`config.mk`:
```
export PLATFORM = sky130hd
export DESIGN_NAME = credit_sender_flat
export DESIGN_NICKNAME = d
export VERILOG_FILES = /design/src/rtl/credit_pkg.sv /design/src/rtl/credit_sender_if.sv /design/src/rtl/credit_counter.sv /design/src/rtl/credit_sender.sv /design/src/flat_wrapper.sv
export SDC_FILE = /design/constraint.sdc
export NUM_CORES = 1
export LEC_CHECK = 0
export ABC_AREA = 1
export BUFFER_PORTS_ARGS = -buffer_cell sky130_fd_sc_hd__buf_2
export CAP_MARGIN = 20
export CORE_ASPECT_RATIO = 0.5
export CORE_MARGIN = 4
export CORE_UTILIZATION = 51
export CTS_CLUSTER_SIZE = 24
export DETAILED_ROUTE_END_ITERATION = 12
export PLACE_DENSITY = 0.78
export SLEW_MARGIN = 20
export SYNTH_ARGS = -nofsm -noshare
export SYNTH_HDL_FRONTEND = slang
export SYNTH_HIERARCHICAL = 1
export SYNTH_SLANG_ARGS = --single-unit
```
`constraint.sdc`:
```
create_clock -name clk -period 3.53 [get_ports clk]
set_input_delay 0.706 -clock clk [delete_from_list [all_inputs] [get_ports clk]]
set_output_delay 0.706 -clock clk [all_outputs]
set_load 0.05 [all_outputs]
```
`src/rtl/credit_pkg.sv`:
```
// credit_pkg: shared widths, credit limit helper and sender FSM state encoding
package credit_pkg;
    localparam int DEF_DATA_W = 8;
    localparam int DEF_CREDIT_W = 4;
    function automatic int max_credits(input int w);
        return (1 << w) - 1;
    endfunction
    localparam int MAX_CREDITS = max_credits(DEF_CREDIT_W);
    typedef enum logic [1:0] {EMPTY, READY, STALL} state_t;
endpackage

```
`src/rtl/credit_sender_if.sv`:
```
// credit_sender_if: upstream payload handshake, downstream pulse and credit-return bundle
interface credit_sender_if import credit_pkg::*; #(parameter int DATA_W = DEF_DATA_W) ();
    logic              in_valid;
    logic              in_ready;
    logic [DATA_W-1:0] in_data;
    logic              out_valid;
    logic [DATA_W-1:0] out_data;
    logic              credit_valid;
    logic [1:0]        credit_return;
    modport master (
        input  in_valid, in_data, credit_valid, credit_return,
        output in_ready, out_valid, out_data
    );
    modport slave (
        output in_valid, in_data, credit_valid, credit_return,
        input  in_ready, out_valid, out_data
    );
endinterface

```
`src/rtl/credit_counter.sv`:
```
// credit_counter: saturating credit count with reload, look-ahead value and sticky overflow
module credit_counter import credit_pkg::*; #(
    parameter int CREDIT_W = DEF_CREDIT_W
) (
    input  logic                clk,
    input  logic                rst_n,
    input  logic                reinit,
    input  logic [CREDIT_W-1:0] initial_credits,
    input  logic                dec,
    input  logic                inc_valid,
    input  logic [1:0]          inc,
    output logic [CREDIT_W-1:0] credits,
    output logic [CREDIT_W-1:0] credits_next,
    output logic                overflow_err
);
    localparam logic [CREDIT_W+1:0] MAX = (CREDIT_W+2)'(max_credits(CREDIT_W));
    logic [CREDIT_W+1:0] sum;
    logic                sat;
    // two guard bits keep the raw sum exact so saturation is a plain compare
    always_comb begin
        sum = {2'b00, credits} - {{(CREDIT_W+1){1'b0}}, dec}
            + {{CREDIT_W{1'b0}}, inc_valid ? inc : 2'b00};
        sat = sum > MAX;
        credits_next = !rst_n ? '0 : reinit ? initial_credits : sat ? MAX[CREDIT_W-1:0] : sum[CREDIT_W-1:0];
    end
    // count register and overflow flag; a reload discards the return so cannot overflow
    always_ff @(posedge clk or negedge rst_n) begin
        if (!rst_n) begin
            credits      <= '0;
            overflow_err <= 1'b0;
        end else begin
            credits      <= credits_next;
            overflow_err <= overflow_err | (!reinit && sat);
        end
    end
endmodule

```
`src/rtl/credit_sender.sv`:
```
// credit_sender: one-entry holding stage that forwards payloads only while credits remain
module credit_sender import credit_pkg::*; #(
    parameter int DATA_W   = DEF_DATA_W,
    parameter int CREDIT_W = DEF_CREDIT_W
) (
    input  logic                clk,
    input  logic                rst_n,
    input  logic                reinit,
    input  logic [CREDIT_W-1:0] initial_credits,
    credit_sender_if.master     bus,
    output logic [CREDIT_W-1:0] credits,
    output logic [CREDIT_W-1:0] credits_next,
    output logic                overflow_err
);
    state_t            state, state_nx;
    logic              hold_valid, hold_nx, send, accept;
    logic [DATA_W-1:0] hold_data;

    credit_counter #(.CREDIT_W(CREDIT_W)) u_counter (
        .clk(clk),
        .rst_n(rst_n),
        .reinit(reinit),
        .initial_credits(initial_credits),
        .dec(send),
        .inc_valid(bus.credit_valid),
        .inc(bus.credit_return),
        .credits(credits),
        .credits_next(credits_next),
        .overflow_err(overflow_err)
    );

    // state register; READY/STALL mirror whether the registered count is non-zero
    always_ff @(posedge clk or negedge rst_n) begin
        if (!rst_n) state <= EMPTY;
        else        state <= state_nx;
    end

    // next state follows the holding register occupancy and the look-ahead credit count
    always_comb begin
        hold_nx  = accept || (hold_valid && !send);
        state_nx = !hold_nx ? EMPTY : (credits_next != '0) ? READY : STALL;
    end

    // send uses only registered credits, so same-cycle returns never enable it
    always_comb begin
        hold_valid   = state != EMPTY;
        send         = (state == READY) && !reinit;
        bus.in_ready = !hold_valid || send;
        accept       = bus.in_valid && bus.in_ready;
    end

    // holding payload and the registered one-cycle output pulse
    always_ff @(posedge clk or negedge rst_n) begin
        if (!rst_n) begin
            hold_data     <= '0;
            bus.out_valid <= 1'b0;
            bus.out_data  <= '0;
        end else begin
            if (accept) hold_data <= bus.in_data;
            bus.out_valid <= send;
            if (send) bus.out_data <= hold_data;
        end
    end
endmodule

```
`src/flat_wrapper.sv`:
```
// flat-port wrapper written by rule: the top's interface ports become plain ports
module credit_sender_flat import credit_pkg::*;
#(
    parameter int DATA_W   = DEF_DATA_W,
    parameter int CREDIT_W = DEF_CREDIT_W
)
  (clk, rst_n, reinit, initial_credits, credits, credits_next, overflow_err, bus_in_valid, bus_in_data, bus_credit_valid, bus_credit_return, bus_in_ready, bus_out_valid, bus_out_data);
  credit_sender_if #(.DATA_W(DATA_W)) bus_i ();
  input  logic clk;
  input  logic rst_n;
  input  logic reinit;
  input  logic [CREDIT_W-1:0] initial_credits;
  output logic [CREDIT_W-1:0] credits;
  output logic [CREDIT_W-1:0] credits_next;
  output logic overflow_err;
  input wire logic [$bits(bus_i.in_valid)-1:0] bus_in_valid;
  input wire logic [$bits(bus_i.in_data)-1:0] bus_in_data;
  input wire logic [$bits(bus_i.credit_valid)-1:0] bus_credit_valid;
  input wire logic [$bits(bus_i.credit_return)-1:0] bus_credit_return;
  output wire logic [$bits(bus_i.in_ready)-1:0] bus_in_ready;
  output wire logic [$bits(bus_i.out_valid)-1:0] bus_out_valid;
  output wire logic [$bits(bus_i.out_data)-1:0] bus_out_data;
  assign bus_i.in_valid = bus_in_valid;
  assign bus_i.in_data = bus_in_data;
  assign bus_i.credit_valid = bus_credit_valid;
  assign bus_i.credit_return = bus_credit_return;
  assign bus_in_ready = bus_i.in_ready;
  assign bus_out_valid = bus_i.out_valid;
  assign bus_out_data = bus_i.out_data;
  credit_sender #(.DATA_W(DATA_W), .CREDIT_W(CREDIT_W)) u_core (.clk(clk), .rst_n(rst_n), .reinit(reinit), .initial_credits(initial_credits), .bus(bus_i), .credits(credits), .credits_next(credits_next), .overflow_err(overflow_err));
endmodule
```
Word-level counts from Yosys, hierarchy flattened
Cells that the tools add are included.
{ "classes": {"addsub": 2, "magnitude_cmp": 1, "n_eq_ne": 1, "mux": 6, "bitwise_logic": 1, "n_reduce_logical": 11} }
{ "ops": {"columns": ["op", "count"], "rows": [
  ["$mux 4", 3],
  ["$add 6x2->6", 1],
  ["$gt 6x4->1 const B", 1],
  ["$mux 2", 3],
  ["$sub 4x1->5", 1],
  ["$logic_and 1x1->1", 4],
  ["$reduce_bool 4->1", 1],
  ["$logic_not 1->1", 3],
  ["$eq 2x1->1 const B", 1],
  ["$logic_or 1x1->1", 2],
  ["$reduce_bool 2->1", 1],
  ["$or 1x1->1", 1]
]} }
{ "word_totals": {"reg_bits": 24, "in_bits": 19, "output_inout_bits": 19, "word_cells": 28} }

Longest topological paths before layout
Gate-level depths: netlist of the first run.
{ "logic_depth": {"word_depth": 11, "ltp_mapped": 21, "mapped_depth_nobuf": 20} }

Modules after synthesis
The synthesis of the first run kept the hierarchy.
{ "modules_own_cells": {"columns": ["mod", "n_inst", "cells_per_inst", "area_each_um2", "seq_area_each_um2"], "rows": [
  ["credit_sender", 1, 88, 845.8, 475.5],
  ["credit_counter", 1, 77, 493.0, 125.1]
]} }

Worst setup path before layout of the first run
OpenSTA, ideal clock, no wires.
{ "synth_path": {"kind": "input port to output port", "start": "in reinit", "end": "out credits_next[3]", "t_arrival_ns": 2.765, "required_ns": 2.824, "setup_slack_ns": 0.059, "cell_stages": 13, "path_buffers": 0, "path_cell_list": "inv_2 > nand3_2 > inv_1 > ha_1 > ha_1 > fa_1 > inv_1 > nand2_2 > inv_2 > nand3_2 > nand2_2 > nor2_2 > nor2_2"} }
{ "synth_via": {"elab_chain_len": 8} }
{ "synth_lines": {"columns": ["item", "line_no", "text"], "rows": [
  ["start, declared", "flat_wrapper.sv:11", "input logic reinit;"],
  ["$logic_not 1->1 *", "credit_sender.sv:47", "send = (state == READY) && !reinit;"],
  ["$logic_and 1x1->1 *", "credit_sender.sv:47", null],
  ["named net u_core.send", "credit_sender.sv:16", "logic hold_valid, hold_nx, send, accept;"],
  ["$sub 4x1->5 *", "credit_counter.sv:21", "sum = {2'b00, credits} - {{(CREDIT_W+1){1'b0}}, dec}"],
  ["$add 6x2->6 *", "credit_counter.sv:22", "+ {{CREDIT_W{1'b0}}, inc_valid ? inc : 2'b00};"],
  ["$gt 6x4->1", "credit_counter.sv:23", "sat = sum > MAX;"],
  ["$mux 4 * (3 in series)", "credit_counter.sv:24", "credits_next = !rst_n ? '0 : reinit ? initial_credits : sat ? MAX[CREDIT_W-1:0] : sum[CREDIT_W-1:0];"],
  ["end, declared", "flat_wrapper.sv:14", "output logic [CREDIT_W-1:0] credits_next;"]
]} }
The timed path passes the listed nets; every way through them passes the cells marked *.

Final worst setup path of the first run
Ends and elaborated chain as after synthesis.

==> results.cfg, run 1 <==
[status]
outcome = finished, final reports clean

[yosys]
synth.top_cells.by_area = dfrtp_1 (45%), nand2_1 (15%), nand4_1 (7.5%), inv_1 (6.2%), ha_1 (3.7%)
yosysTopAreaCellShare_pct = 44.86
ys_seq_elements = 24
syn_nets = 189
synthCells = 165
synth_area_per_cell_um2 = 8.114
yosysSeqAreaShare_pct = 44.86
synth_top_cell_by_area = dfrtp_1
yosys_warnings = 6
yosysUniqueCellTypes = 19
syn_area_mm2 = 0.001339

[clocking]
clockRootBuffer = clkbuf_8
clockBufferDepth = 2
holdBufCountCts = 0
clk_pin_slew_ns = 0.08
htree_levels = 1
cts_buffers = 3
clk_latency_ns = 0.26
cts_tree = built
cts_sinks = 24

[drt]
vias_per_cell = 4.868
drt_iter0_drc = 33
drt_wl_total_um = 2842
drc = 0
routedWlPerCell_um = 11.70
final_antenna_net_count = 0
num_vias = 1183
dr.pass1.iters = 4

[power_and_ir_drop]
p_leak_nw = 0.9730
p_total_w = 0.001147
peakVddDrop_mv = 0.4007
p_per_area_mw_per_mm2 = 694.4

[worst_setup_path]
worstPathRequired_ns = 2.82
crit_path_start_kind = input pin
r2r_slack_ns = 0.77
crit_type = input pin to primary output
path_delay_family = adder cells
r2r_start = u_core/state[0]
critPathBufInv = 8
rr_worst_depth = 18
worst-path-max-fanout = 4
cp_common_cell = inv_1
crit_path_top_delay_cell = fa_1
end_kind = primary output
regToRegEndpoint = u_core/state[0]
cp.arrival_ns = 2.70
crit_chain = buf_2 > inv_2 > nand3_2 > inv_1 > ha_1 > inv_1 > ha_1 > inv_1 > fa_1 > inv_1 > nand2_2 > inv_2 > nand3_2 > nand2_2 > nor2_2 > nor2_2 > buf_6
worst_path_largest_cell_delay_ns = 0.38

[floorplanning]
die_height_um = 44.23
chipWidth_um = 80.46
ios = 38
start_util_pct = 56.79
rows = 12
coreArea_mm2 = 0.002357
dieArea_mm2 = 0.003559

[layout]
final_common_cell = nand2_1
n_fill_cell = 196
drive_gt1_share_pct = 34.62
final_cells = 243
nets = 233
syn_to_final_growth_pct = 23.36
final_cell_mix = nand2_1 (52), buf_2 (33), dfrtp_1 (23)
n_antenna_cell = 0

[grt]
grt_pass1_wl_um = 4664
track_usage_pct = 16.84
grt_max_degree = 20
antenna_found_initial = 0
grt_overflow = 0
grt_pass1_vias = 1112

[timing]
tightest_slew_ns = 0.3671
whs_ns = 0.3421
setup_viol = 0
tns_ns = 0
maxSlewViolCount = 0
fmax_mhz = 293.9
final-hold-violation-count = 0
final.period_utilization_pct = 96.39
min_period_ns = 3.403
skew_ns = 0.003824
relSlewSlack_pct = 75.53

[worst_hold_path]
hp-class = input pin to asynchronous set/reset pin

[placed_design]
post-place-cells = 238
place_congestion = 0.7854
dp_hpwl_um = 2180
port_buffers = 37

[job]
drv_cap = 0
-- routing by layer --
metal	share of wire (%)	track usage (%)	vias up	wire [um]
li1	-	-	607	-
met1	44	19.26	538	1243
met2	51	33.06	36	1463
met3	4.3	3.049	2	123
met4	0.42	4.040	0	12
met5	0	0	-	0
-- flip-flops by register name, indices dropped and copies added, names as in the netlist --
signal,count
u_core/u_counter/overflow_err,1
u_core/state,2
u_core/u_counter/credits,4
u_core/hold_data,8
u_core/bus.out_data,8
u_core/bus.out_valid,1
-- how the worst max path moves through the flow --
stage / endpoint / start / slack [ns] / cells after the start
floorplan: credits_next[3] / reinit / 0.06 / 13
global placement: credits_next[3] / reinit / 0.14 / 17
detailed placement: credits_next[3] / reinit / 0.06 / 17
CTS: credits_next[3] / u_core/state[0] / 0.03 / 15
global route: credits_next[3] / reinit / -0.03 / 17
finish: credits_next[3] / reinit / 0.13 / 17
-- cell usage after synthesis --
cell / instances
nand3_2: 3
nand2_2: 7
nand2_4: 2
nand3b_2: 1
inv_2: 3
inv_1: 22
nand3_1: 7
nor2_1: 10
a21oi_1: 1
nand4_1: 16
nand3b_1: 1
buf_2: 1
buf_6: 4
nor2_2: 5
fa_1: 1
dfrtp_1: 24
nand2_1: 52
o21ai_0: 1
ha_1: 4
-- cell type report --
cell class / instances / area (um^2) / share of cell area, %
Sequential cell: 24 / 601.8 / 36.44
Multi-Input combinational cell: 111 / 594.3 / 35.98
Inverter: 25 / 93.84 / 5.682
Timing Repair Buffer: 44 / 262.8 / 15.91
Tap cell: 35 / 43.79 / 2.652
Clock buffer: 4 / 55.05 / 3.333
-- worst register-to-register path: cells and delay by family (launching register included) --
| family | cells | cell delay, ns |
|---|---|---|
| simple gates | 10 | 0.83 |
| flops | 1 | 0.50 |
| fa+ha+maj | 3 | 0.94 |
| buf+inv | 5 | 0.39 |
-- report_power, final --
group | switching [W] | internal [W] | total, W
logic | 0.000401 | 0.000146 | 0.000547
clock network | 0.0000847 | 0.0000995 | 0.000184
registers | 0.0000542 | 0.000361 | 0.000415
-- through the flow --
step,util [%],area (um^2),worst slack (ns)
after floorplan,-,1339,0.05931
after global placement,66.30,1563,0.1440
after detailed placement,66.30,1563,0.05995
after CTS,68.63,1618,0.02723
after global routing,70.06,1652,-0.02750
final,70.06,1652,0.1274
-- logic make-up (layout without fill, tap and decap cells) --
group / after synthesis / in the layout / share of synthesized area, %
simple gates: 104 / 104 / 38.41
buf+inv: 30 / 73 / 10.75
flops: 24 / 24 / 44.86
fa+ha+maj: 5 / 5 / 5.234
compound gates: 2 / 2 / 0.7469
-- repair_timing --
item,in CTS,in global routing
resized for setup,0,15
buffers inserted,0,1
endpoints found under the setup margin,0,4
Power figures use the tool's default switching activity.
==> run 2: changes to the inputs <==
- PLACE_DENSITY: 0.78 -> not set
- PLACE_DENSITY_LB_ADDON: not set -> 0.1
==> run 2 against run 1 <==
Global-route usage grew 0.56 points. Via count is 3.1% lower. Worst setup slack better by 0.039 ns. Cell count shrank 0.41%. Core utilization is 0.53 points higher. Sequential cell count stayed put. First-iteration DRC count up 55%. Worst hold slack better by 0.010 ns. Combinational power shrank 1%. Sequential power about the same. Critical path type unchanged. Critical endpoint unchanged. Largest cell class unchanged. Highest routed layer unchanged.
==> results.cfg, run 2 (synthesized netlist as in run 1, its figures left out) <==
[timing]
final-hold-violation-count = 0
whs_ns = 0.3525
maxSlewViolCount = 0
skew_ns = 0.004100
final.period_utilization_pct = 95.28
tightest_slew_ns = 0.4066
fmax_mhz = 297.3
tns_ns = 0
relSlewSlack_pct = 72.90
rsz0062_at_grt = false
setup_viol = 0
min_period_ns = 3.363

[layout]
multi_input_area_um2 = 601.8
seq_area_um2 = 601.8
drive_gt1_share_pct = 33.33
biggestRegsByFlops = u_core/bus.out_data: 8 flops, u_core/hold_data: 8 flops, u_core/u_counter/credits: 4 flops
fin_util_pct = 70.59
nets = 232
n_antenna_cell = 0
final_cell_mix = nand2_1 (52), buf_2 (33), dfrtp_1 (23)
n_fill_cell = 206
final_common_cell = nand2_1
syn_to_final_growth_pct = 24.30

[placed_design]
dp_hpwl_um = 2089
place_congestion = 0.7299
port_buffers = 37

[worst_setup_path]
r2r_slack_ns = 0.90
path_delay_family = adder cells
critPathBufInv = 8
worst-path-max-fanout = 4
cp_common_cell = inv_1
crit_type = input pin to primary output
crit_path_top_delay_cell = fa_1
worstPathRequired_ns = 2.82
r2r_start = u_core/state[0]
end_kind = primary output
worst_path_largest_cell_delay_ns = 0.37
crit_chain = buf_2 > inv_2 > nand3_2 > inv_1 > ha_1 > inv_1 > ha_1 > inv_1 > fa_1 > inv_1 > nand2_2 > inv_2 > nand3_4 > nand2_2 > nor2_2 > nor2_2 > buf_6
cp.arrival_ns = 2.66
regToRegEndpoint = u_core/state[0]
crit_path_start_kind = input pin
rr_worst_depth = 17
crit_start = reinit

[drt]
dr.pass1.iters = 4
drt_iter0_drc = 51
top_layer = met4
vias_per_cell = 4.736
wl_met2_um = 1364
wirelength_met1_um = 1281
wl_met3_um = 179
drc = 0
drt_wl_total_um = 2839
routedWlPerCell_um = 11.73
final_antenna_net_count = 0
num_vias = 1146

[grt]
grt_overflow = 0
grt_max_degree = 20
antenna_found_initial = 0
track_usage_pct = 17.40
grt_pass1_wl_um = 4761
grt_pass1_vias = 1032

[clocking]
clockRootBuffer = clkbuf_8
clk_pin_slew_ns = 0.08
htree_levels = 1
cts_tree = built
cts_sinks = 24
cts_buffers = 3
holdBufCountCts = 0
clockBufferDepth = 2
clk_latency_ns = 0.27
cts_setup_buffers = 0
cts_repair_resize_count = 0

[power_and_ir_drop]
combPwrFrac_pct = 45.2
switchingPower_w = 0.0005384
p_clk_share_pct = 20.0
peakVddDrop_mv = 0.3631
p_int_w = 0.0006561
pwr-share-seq_pct = 34.8
switching_share_pct = 45.07
p_per_area_mw_per_mm2 = 717.8
p_leak_nw = 0.9771

[job]
drv_cap = 0

[floorplanning]
ios = 38
dieArea_mm2 = 0.003559
die_height_um = 44.23
rows = 12
start_util_pct = 56.79
coreArea_mm2 = 0.002357
chipWidth_um = 80.46

[status]
outcome = finished, final reports clean

[worst_hold_path]
hp-class = input pin to asynchronous set/reset pin
==> run 2: cell types whose count changed in the layout (fill, tap and decap cells not counted) <==
cell / before / now
inv_1: 20 / 22
inv_2: 5 / 3
buf_6: 4 / 3
bufinv_16: 0 / 1
clkbuf_8: 4 / 3
nand3_2: 3 / 2
nand3_4: 0 / 1
==> run 2: how the worst max path moves through the flow <==
stage	depth (start not counted)	slack, ns	end
after global routing	18	0.002	credits_next[1]
final	17	0.17	credits_next[3]
after detailed placement	17	0.08	credits_next[3]
after floorplan	13	0.06	credits_next[3]
after global placement	17	0.14	credits_next[3]
after CTS	15	0.03	credits_next[3]
==> run 2: per-stage QoR <==
step	instances	total power, W	setup slack, ns	instance area (um^2)
finish	242	0.001195	0.1667	1664
CTS	242	0.001194	0.03348	1634
global route	242	0.001270	0.001842	1664
floorplan	165	0.0008344	0.05931	1339
detailed placement	238	0.0009529	0.07594	1563
global placement	238	0.0009454	0.1410	1563
==> run 2: worst reg2reg max path: cells and delay by family, from the launching register on <==
family        cells  cell delay [ns]
fa+ha+maj         3             0.91
buf+inv           4             0.25
simple gates     10             0.86
flops             1             0.50
==> run 2: final cells by class <==
| type | instances | share of cell area, % |
|---|---|---|
| well taps | 35 | 2.632 |
| clock buffers | 3 | 2.481 |
| inverters | 25 | 5.639 |
| multi-input cells | 111 | 36.17 |
| flip-flops and latches | 24 | 36.17 |
| repair buffers | 43 | 15.11 |
| clock inverters | 1 | 1.805 |
==> run 2: routing by layer <==
layer	vias to the layer above	track usage [%]
met4	0	3.030
li1	605	-
met5	-	0
met3	2	5.081
met1	507	23.41
met2	32	28.62
==> run 2: power by group through the flow <==
stage / Combinational (W) / Clock (W) / Sequential [W]
6_report: 0.000540 / 0.000239 / 0.000415
5_1_grt: 0.000586 / 0.000254 / 0.000429
4_1_cts: 0.000536 / 0.000244 / 0.000414
3_5_place_dp: 0.000534 / 0 / 0.000419
3_3_place_gp: 0.000528 / 0 / 0.000418
2_1_floorplan: 0.000234 / 0 / 0.000601
==> run 3: changes to the inputs <==
- CORE_UTILIZATION: 51 -> 46
- HOLD_SLACK_MARGIN: not set -> 0.03
- clock period: 3.53 -> 3 ns (I/O delays scaled with it)
==> run 3 against run 2 <==
The run now ends with setup timing left. Die area up 9.3%. Non-clock buffer count up 6. Sequential share of layout area down 2.7 points. Core utilization down 3.8 points. Wire length up 4.0%. Clock skew down 0.0029 ns.
==> results.cfg, run 3 (synthesized netlist as in run 1, its figures left out) <==
[timing]
fmax_mhz = 330.8
tns_ns = -0.02304
final-hold-violation-count = 0
setup_slack_ns = -0.02304
skew_ns = 0.001228
maxSlewViolCount = 0
min_period_ns = 3.023
setup_viol = 1
tightest_slew_ns = 0.3244
final.period_utilization_pct = 100.8
relSlewSlack_pct = 78.15
rsz0062_at_grt = true

[drt]
num_vias = 1199
vias_per_cell = 4.796
drt_wl_total_um = 2953
dr.pass1.iters = 4
final_antenna_net_count = 0
drc = 0
routedWlPerCell_um = 11.81
drt_iter0_drc = 41

[floorplanning]
rows = 13
start_util_pct = 49.88
dieArea_mm2 = 0.003890
coreArea_mm2 = 0.002684
chipWidth_um = 84.30
die_height_um = 46.15
ios = 38

[placed_design]
pre_cts_ws_ns = -0.2499
port_buffers = 37
placed_area_mm2 = 0.001637
place_congestion = 0.7201
dp_hpwl_um = 2335

[worst_hold_path]
hp-class = input pin to asynchronous set/reset pin

[layout]
final_common_cell = nand2_1
syn_to_final_growth_pct = 33.93
seq_area_um2 = 600.6
fin_util_pct = 66.81
n_fill_cell = 242
drive_gt1_share_pct = 41.31
multi_input_area_um2 = 664.4
nets = 238
n_antenna_cell = 0
final_cell_mix = nand2_1 (49), buf_2 (32), dfrtp_1 (24)
biggestRegsByFlops = u_core/bus.out_data: 8 flops, u_core/hold_data: 8 flops, u_core/u_counter/credits: 4 flops
final_area_mm2 = 0.001793

[clocking]
clk_pin_slew_ns = 0.08
cts_buffers = 3
holdBufCountCts = 0
clockBufferDepth = 2
clockRootBuffer = clkbuf_8
clk_latency_ns = 0.26
cts_sinks = 24
cts_tree = built
htree_levels = 1

[grt]
grt_overflow = 0
grt_pass1_vias = 1092
antenna_found_initial = 0
grt_pass1_wl_um = 4864
grt_max_degree = 20
track_usage_pct = 16.13

[power_and_ir_drop]
p_leak_nw = 0.9836
pwr-share-seq_pct = 34.5
switchingPower_w = 0.0006543
p_per_area_mw_per_mm2 = 781.6
peakVddDrop_mv = 0.4519
p_clk_share_pct = 15.4
switching_share_pct = 46.69
p_int_w = 0.0007471
combPwrFrac_pct = 50.1

[worst_setup_path]
regToRegEndpoint = u_core/state[0]
crit_chain = buf_8 > inv_6 > nand3_4 > inv_4 > ha_4 > inv_2 > ha_4 > inv_2 > fa_2 > inv_2 > nand2_2 > inv_2 > nand2_2 > nand2_4 > nand3b_1 > nand2_2 > clkinvlp_4 > buf_8
cp.depth = 18
crit_start = reinit
worst-path-max-fanout = 4
crit_type = input pin to primary output
critPathBufInv = 9
path_delay_family = buffers and inverters
crit_path_start_kind = input pin
worst_path_largest_cell_delay_ns = 0.34
cp_common_cell = inv_2
end_kind = primary output
r2r_start = u_core/state[1]
rr_worst_depth = 21
cp.arrival_ns = 2.42
worstPathRequired_ns = 2.40
crit_path_top_delay_cell = fa_2
r2r_slack_ns = 0.47
crit_path_end = credits_next[1]

[status]
outcome = complete, but fails checks
violations = setup timing

[job]
drv_cap = 0
## run 3: cell count changes in the layout (fill, tap and decap cells not counted), sizes merged
cell and change:
buf +6, clkinvlp +3, bufinv -1, clkbuf +1
inv -3
## run 3: worst min-delay path by stage
stage	start	to
6_report	rst_n	u_core/u_counter/credits[0]
5_1_grt	rst_n	u_core/u_counter/credits[0]
4_1_cts	rst_n	u_core/bus.out_valid
3_5_place_dp	u_core/u_counter/overflow_err	u_core/u_counter/overflow_err
3_3_place_gp	u_core/u_counter/overflow_err	u_core/u_counter/overflow_err
2_1_floorplan	rst_n	u_core/bus.out_data[0]
## run 3: metal layers
layer | share of wire (%) | vias up | GRT usage, %
met5 | 0 | - | 0
met1 | 45 | 549 | 19.21
met3 | 5.0 | 6 | 3.929
met2 | 48 | 28 | 29.47
met4 | 1.6 | 0 | 5.769
li1 | - | 616 | -
## run 3: layout make-up
cell class	instances	area share [%]
multi-input combinational	111	37.06
clock buffer	4	3.070
inverter	25	6.281
tap	37	2.582
timing repair buffer	49	17.52
sequential	24	33.50
## run 3: power by group through the flow
| stage | logic [W] | registers [W] | clock network [W] |
|---|---|---|---|
| detailed placement | 0.000666 | 0.000489 | 0 |
| floorplan | 0.000287 | 0.000707 | 0 |
| finish | 0.000702 | 0.000484 | 0.000216 |
| global placement | 0.000656 | 0.000485 | 0 |
| CTS | 0.000704 | 0.000483 | 0.000221 |
| global route | 0.000759 | 0.000496 | 0.000234 |
## run 3: through the flow
step                      instances  power (W)  hold slack (ns)
after floorplan                 165  0.0009943           0.3044
after detailed placement        245   0.001156           0.4488
final                           250   0.001401           0.1993
after global placement          245   0.001141           0.4445
after global routing            250   0.001489           0.2096
after CTS                       249   0.001408           0.1996
## run 3: repair_timing
action / in CTS / in global routing
pin swaps: 6 / 5
setup endpoints to repair: 4 / 4
hold endpoints to repair: 0 / 0
buffers inserted: 0 / 1
resized for setup: 23 / 2
## run 3: worst register-to-register path: cells and delay by family, from the launching register on
kind,cells,cell delay (ns)
adder cells (fa/ha/maj),3,0.65
buffers and inverters,9,0.66
flip-flops,1,0.38
AND/OR/NAND/NOR,9,0.75
